## config.mk

```make
export PLATFORM = sky130hd
export DESIGN_NAME = riscv_muldiv
export DESIGN_NICKNAME = d
export VERILOG_FILES = /design/src/rtl/riscv_pkg.sv /design/src/rtl/riscv_muldiv_ctrl.sv /design/src/rtl/riscv_muldiv.sv
export SDC_FILE = /design/constraint.sdc
export NUM_CORES = 1
export LEC_CHECK = 0
export ABC_AREA = 1
export CORE_MARGIN = 4
export CORE_UTILIZATION = 40
export DETAILED_ROUTE_END_ITERATION = 16
export PLACE_DENSITY = 0.63
export REMOVE_ABC_BUFFERS = 1
export SYNTH_ARGS = -nofsm -noshare
export SYNTH_HDL_FRONTEND = slang
export SYNTH_SLANG_ARGS = --single-unit
```

## constraint.sdc

```tcl
create_clock -name clk -period 9.3 [get_ports clk]
set_input_delay 1.86 -clock clk [delete_from_list [all_inputs] [get_ports clk]]
set_output_delay 1.86 -clock clk [all_outputs]
set_load 0.02 [all_outputs]
```

## src/rtl/riscv_pkg.sv

```systemverilog
// Shared RV32M definitions: funct3 encodings, controller state type and
// the fixed constants used by the iterative multiply/divide unit.
package riscv_pkg;

    localparam logic [2:0] F3_MUL    = 3'b000;
    localparam logic [2:0] F3_MULH   = 3'b001;
    localparam logic [2:0] F3_MULHSU = 3'b010;
    localparam logic [2:0] F3_MULHU  = 3'b011;
    localparam logic [2:0] F3_DIV    = 3'b100;
    localparam logic [2:0] F3_DIVU   = 3'b101;
    localparam logic [2:0] F3_REM    = 3'b110;
    localparam logic [2:0] F3_REMU   = 3'b111;

    localparam int MULDIV_ITERS = 32;

    localparam logic [31:0] DIV0_QUOT = 32'hFFFFFFFF;
    localparam logic [31:0] INT_MIN   = 32'h80000000;

    typedef enum logic [1:0] {
        IDLE = 2'd0,
        CALC = 2'd1,
        DONE = 2'd2
    } muldiv_state_t;

    // rs1 is treated as signed for every op except the fully unsigned ones.
    function automatic logic op_signed_a(input logic [2:0] f3);
        return !((f3 == F3_MULHU) || (f3 == F3_DIVU) || (f3 == F3_REMU));
    endfunction

    // rs2 follows rs1, except MULHSU where only rs1 is signed.
    function automatic logic op_signed_b(input logic [2:0] f3);
        return op_signed_a(f3) && (f3 != F3_MULHSU);
    endfunction

endpackage

```

## src/rtl/riscv_muldiv_ctrl.sv

```systemverilog
// Sequencing for the multiply/divide unit: IDLE -> CALC (32 iterations) -> DONE,
// with registered busy/done and one-cycle datapath strobes.
module riscv_muldiv_ctrl
    import riscv_pkg::*;
(
    input  logic clk,
    input  logic rst,
    input  logic start,
    output logic load,
    output logic step,
    output logic finish,
    output logic busy,
    output logic done
);

    localparam logic [4:0] LAST_COUNT = 5'(MULDIV_ITERS - 1);

    muldiv_state_t state_q;
    muldiv_state_t state_d;
    logic [4:0]    count_q;
    logic [4:0]    count_d;
    logic          busy_q;
    logic          done_q;

    always_ff @(posedge clk) begin
        if (rst) begin
            state_q <= IDLE;
            count_q <= '0;
            busy_q  <= 1'b0;
            done_q  <= 1'b0;
        end else begin
            state_q <= state_d;
            count_q <= count_d;
            busy_q  <= (state_d != IDLE);
            done_q  <= (state_d == DONE);
        end
    end

    // finish marks the final iteration so the result register loads on the
    // same edge that enters DONE, making result valid alongside the done pulse.
    always_comb begin
        state_d = state_q;
        count_d = count_q;
        load    = 1'b0;
        step    = 1'b0;
        finish  = 1'b0;
        case (state_q)
            IDLE: begin
                if (start) begin
                    load    = 1'b1;
                    count_d = '0;
                    state_d = CALC;
                end
            end
            CALC: begin
                step    = 1'b1;
                count_d = count_q + 5'd1;
                if (count_q == LAST_COUNT) begin
                    finish  = 1'b1;
                    count_d = '0;
                    state_d = DONE;
                end
            end
            DONE: begin
                state_d = IDLE;
            end
            default: begin
                state_d = IDLE;
            end
        endcase
    end

    assign busy = busy_q;
    assign done = done_q;

endmodule

```

## src/rtl/riscv_muldiv.sv

```systemverilog
// RV32M iterative multiply/divide: radix-2 shift-add multiply and restoring
// divide on operand magnitudes, with sign fixup and special cases at the end.
module riscv_muldiv
    import riscv_pkg::*;
#(
    parameter int XLEN = 32
) (
    input  logic            clk,
    input  logic            rst,
    input  logic            start,
    input  logic [2:0]      funct3,
    input  logic [XLEN-1:0] A,
    input  logic [XLEN-1:0] B,
    output logic            busy,
    output logic            done,
    output logic [XLEN-1:0] result
);

    logic load;
    logic step;
    logic finish;

    logic [2:0]        op_q;
    logic [XLEN-1:0]   a_raw_q;
    logic [XLEN-1:0]   mcand_q;
    logic [XLEN-1:0]   shreg_q;
    logic [2*XLEN-1:0] acc_q;
    logic              a_neg_q;
    logic              b_neg_q;
    logic              div0_q;
    logic              ovf_q;

    logic              a_neg;
    logic              b_neg;
    logic [XLEN-1:0]   a_mag;
    logic [XLEN-1:0]   b_mag;
    logic              is_div;
    logic [XLEN:0]     mul_sum;
    logic [XLEN:0]     rem_sh;
    logic [XLEN:0]     diff;
    logic [2*XLEN-1:0] acc_next;
    logic [2*XLEN-1:0] prod;
    logic [XLEN-1:0]   quot;
    logic [XLEN-1:0]   rem;
    logic [XLEN-1:0]   res_d;

    riscv_muldiv_ctrl u_ctrl (
        .clk    (clk),
        .rst    (rst),
        .start  (start),
        .load   (load),
        .step   (step),
        .finish (finish),
        .busy   (busy),
        .done   (done)
    );

    assign a_neg  = op_signed_a(funct3) & A[XLEN-1];
    assign b_neg  = op_signed_b(funct3) & B[XLEN-1];
    assign a_mag  = a_neg ? -A : A;
    assign b_mag  = b_neg ? -B : B;
    assign is_div = op_q[2];

    // mcand_q holds the multiplicand (or divisor); shreg_q holds the multiplier
    // shifting right (or the dividend shifting its MSB into the remainder).
    always_comb begin
        mul_sum = {1'b0, acc_q[2*XLEN-1:XLEN]} + (shreg_q[0] ? {1'b0, mcand_q} : '0);
        rem_sh  = {acc_q[2*XLEN-1:XLEN], shreg_q[XLEN-1]};
        diff    = rem_sh - {1'b0, mcand_q};
        if (is_div) begin
            if (diff[XLEN]) begin
                acc_next = {rem_sh[XLEN-1:0], acc_q[XLEN-2:0], 1'b0};
            end else begin
                acc_next = {diff[XLEN-1:0], acc_q[XLEN-2:0], 1'b1};
            end
        end else begin
            acc_next = {mul_sum, acc_q[XLEN-1:1]};
        end
    end

    always_comb begin
        prod  = (a_neg_q ^ b_neg_q) ? -acc_next : acc_next;
        quot  = acc_next[XLEN-1:0];
        rem   = acc_next[2*XLEN-1:XLEN];
        res_d = '0;
        case (op_q)
            F3_MUL: begin
                res_d = prod[XLEN-1:0];
            end
            F3_MULH, F3_MULHSU, F3_MULHU: begin
                res_d = prod[2*XLEN-1:XLEN];
            end
            F3_DIV, F3_DIVU: begin
                if (div0_q) begin
                    res_d = DIV0_QUOT;
                end else if (ovf_q) begin
                    res_d = INT_MIN;
                end else begin
                    res_d = (a_neg_q ^ b_neg_q) ? -quot : quot;
                end
            end
            default: begin
                // The remainder always carries the dividend's sign.
                if (div0_q) begin
                    res_d = a_raw_q;
                end else if (ovf_q) begin
                    res_d = '0;
                end else begin
                    res_d = a_neg_q ? -rem : rem;
                end
            end
        endcase
    end

    always_ff @(posedge clk) begin
        if (rst) begin
            op_q    <= '0;
            a_raw_q <= '0;
            mcand_q <= '0;
            shreg_q <= '0;
            acc_q   <= '0;
            a_neg_q <= 1'b0;
            b_neg_q <= 1'b0;
            div0_q  <= 1'b0;
            ovf_q   <= 1'b0;
            result  <= '0;
        end else if (load) begin
            op_q    <= funct3;
            a_raw_q <= A;
            a_neg_q <= a_neg;
            b_neg_q <= b_neg;
            div0_q  <= (B == '0);
            ovf_q   <= funct3[2] && op_signed_b(funct3) && (A == INT_MIN) && (B == '1);
            mcand_q <= funct3[2] ? b_mag : a_mag;
            shreg_q <= funct3[2] ? a_mag : b_mag;
            acc_q   <= '0;
        end else if (step) begin
            acc_q   <= acc_next;
            shreg_q <= is_div ? {shreg_q[XLEN-2:0], 1'b0} : {1'b0, shreg_q[XLEN-1:1]};
            if (finish) begin
                result <= res_d;
            end
        end
    end

endmodule

```

==> metrics.md <==
| Metric | Value |
|---|---|
| Most frequent cells in the layout | `nand2_1, inv_1, nor2_1, o21ai_0, nand3_1` |
| Num CTS Buffers | `26` |
| Fin Setup TNS | `0 ns` |
| Top cell type by total area after synthesis | `dfxtp_1` |
| GRT overflow | `0` |
| RSZ-0062 raised after global routing | `false` |
| Drt pass-1 iters | `6` |
| Layout cell share with drive strength beyond 1 | `0.0546` |
| Most frequent CP cell | `nand3_1` |
| Worst-Skew Late Latency | `0.57 ns` |
| Slew HR | `0.237` |
| Commonest non-fill, non-tap cell in the layout | `nand2_1` |
| Clk root buf | `clkbuf_16` |
| Die area | `53,600 sq um` |
| Cell count along the critical path | `34` |
| Vias/cell | `5.52` |
| Postcts setup bufs | `0` |
| Clock Path Buffers | `3` |
| Fill count | `5,393` |
| Slowest-stage cell, CP | `fa_1` |
| Crit-path max cell delay | `0.43 ns` |
| Post-DRT Antenna Nets | `0` |
| Crit-path max FO | `10` |
| H-tree Lvls | `1` |
| CTS resizes | `0` |
| IO Port Bufs | `just over 100` |
| Total wire length | `82,200 microns` |
| Nets@finish | `~3.7k` |
| Post-synth top flop | `dfxtp_1` |
| Post-layout min period | `5.56 ns` |
| R2R setup slack | `about 3.7 ns` |
| Max_cap viols | `0` |
| Syn Inst Count | `3,495` |
| DR vias | `roughly 23k` |
| Startpoint types | `register` |
| Clock sinks | `208` |
| Final Max Slew Viols | `0` |
| I/O Pins | `104` |
| Drt drc | `0` |
| Hold_buf cts | `0` |
| First-pass GRT wire length | `124,000 microns` |
| #FFs+latches synth | `208` |
| Crit path to | `result[8]$_SDFFE_PP0P_` |
| Die span in x | `231 microns` |
| Footprint of the multi-input gates | `13,100 sq um` |
| Initial antenna violation count | `0` |
| Row count | `81` |
| Cell area after synthesis | `20,000 sq um` |
| Register area share after synthesis | `0.208` |
| Hold Path Class | `register to register` |
| Status | `completed` |
| Worst hold margin | `0.464 ns` |
| Clock transition at path regs | `0.07 ns` |
| Post-synth EDFFs | `0` |
| R2R cell count | `34` |
| Synth top area share | `0.208` |
| Initial Util | `0.406` |
| CTS tree | `yes` |
| DR WL/cell | `19.6 microns` |
| Area Overhead vs Synth | `12.2%` |
| FF+latch area | `4170 sq um` |
| Iter 0 DRT Violations | `approximately 2.7k` |
| Largest net degree at the start of global routing | `84` |
| Crit. End Element | `register` |
| Critical Path AT | `5.99 ns` |
| CORE AREA | `slightly below 50,000 sq um` |
| Vias in the first global route | `20.8k` |
| Total GRT Usage | `0.293` |
| Worst VDD drop | `0.136 mV` |
| F_max | `180 MHz` |
| Crit. Startpoint | `shreg_q[31]$_SDFFE_PP0P_` |
| Average cell area after synthesis | `5.72 sq um` |
| Worst r2r dst | `result[8]$_SDFFE_PP0P_` |
| Yosys cell types | `60` |
| Die Span Y | `231 microns` |
| Worst-Margin Slew | `1.14 ns` |
| Clk_skew | `around 0.016 ns` |
| Critical path class | `register to register` |
| Critical R2R Launch | `shreg_q[31]$_SDFFE_PP0P_` |
| Crit path required time | `just under 10 ns` |
| Buf/Inv on CP | `6` |
| Pwr per Cell Area | `~180 nW/um^2` |
| Gpl congestion | `1.06` |
| Final Hold Viols | `0` |
| Delay-heaviest family, CP | `simple AND/OR/NAND/NOR gates` |
| Leak Pwr | `11.2 nW` |
| Period utilization | `0.598` |
| Synth warn | `0` |
| Leading post-synthesis cells by cell area | `dfxtp_1, nand2_1, inv_1` |
| DP Wirelength | `63,500 microns` |
| Async SR Flop Fraction | `0` |
| Number of setup violations in the final report | `0` |
tightest hold or removal path: cells and delay by family (launching register included):
kind | cells | cell delay [ns]
simple gates | 1 | 0.05
flops | 1 | 0.33
compound gates | 1 | 0.05
worst min-delay path by stage:
stage	slack (ns)	start	cells after the start	endpoint
after CTS	0.46	a_raw_q[31]$_SDFFE_PP0P_	2	a_raw_q[31]$_SDFFE_PP0P_
final	0.46	a_raw_q[24]$_SDFFE_PP0P_	2	a_raw_q[24]$_SDFFE_PP0P_
after detailed placement	0.45	a_raw_q[31]$_SDFFE_PP0P_	2	a_raw_q[31]$_SDFFE_PP0P_
after global routing	0.48	acc_q[31]$_SDFFE_PP0P_	2	acc_q[31]$_SDFFE_PP0P_
after global placement	0.44	a_raw_q[20]$_SDFFE_PP0P_	2	a_raw_q[20]$_SDFFE_PP0P_
after floorplan	0.43	a_raw_q[10]$_SDFFE_PP0P_	2	a_raw_q[10]$_SDFFE_PP0P_
sequential cells by signal, indices dropped and copies added (netlist names), 2 cells and up:
register and flops:
a_raw_q 32, acc_q 64, mcand_q 32, op_q 3, result 32, shreg_q 32
u_ctrl.count_q 5, u_ctrl.state_q 2
cell usage after synthesis (all sizes together) (22+ instances only):
cell type	n
nand3	275
a22oi	27
buf	40
a31oi	27
nand4	33
a21oi	266
nor3	33
nor2	307
o211ai	41
dfxtp	208
inv	554
xor2	83
o21ai	289
clkbuf	93
ha	71
or2	22
nand2	1008
per-stage QoR:
| stage | power, mW | util | setup WS (ns) | cell area (sq um) | std cells |
|---|---|---|---|---|---|
| floorplan | 2.22 | - | 2.43 | 19400 | 3362 |
| global placement | 2.80 | 0.437 | 3.67 | 21500 | 4153 |
| detailed placement | 2.78 | 0.437 | 3.68 | 21500 | 4153 |
| CTS | 3.95 | 0.456 | 3.95 | 22400 | 4200 |
| global route | 4.20 | 0.456 | 3.44 | 22400 | 4200 |
| finish | 3.98 | 0.456 | 3.74 | 22400 | 4201 |
final cells by class:
type                            count  area share
Clock buffer                       36      0.0348
Timing Repair Buffer              127      0.0538
Clock inverter                     11     0.00820
Sequential cell                   208       0.186
Multi-Input combinational cell   2593       0.586
Tap cell                          664      0.0370
Antenna cell                        1    0.000112
Inverter                          561      0.0940
kinds of logic (layout without fill, tap and decap cells):
kind of cell,Yosys count,in the layout,synth area share
AOI/OAI and AO/OA,713,713,0.200
DFF,208,208,0.208
other,0,1,0
xor gates and xnor gates,93,93,0.0408
adders and majority gates,73,73,0.0465
buffers and inverters,694,735,0.135
and+or+nand+nor,1714,1714,0.369
power breakdown:
part           internal (mW)  switching [mW]  total (mW)
registers              0.958          0.0679        1.03
clock network          0.720           0.435        1.16
logic                  0.524            1.28        1.80
total                   2.20            1.78        3.98
layer usage:
layer,vias to the layer above,share of wire,track usage
li1,11300,-,-
met1,10500,0.43,0.415
met2,1193,0.42,0.449
met3,159,0.099,0.0458
met4,0,0.043,0.107
met5,-,0,0
(Power assumes the default switching activity.)
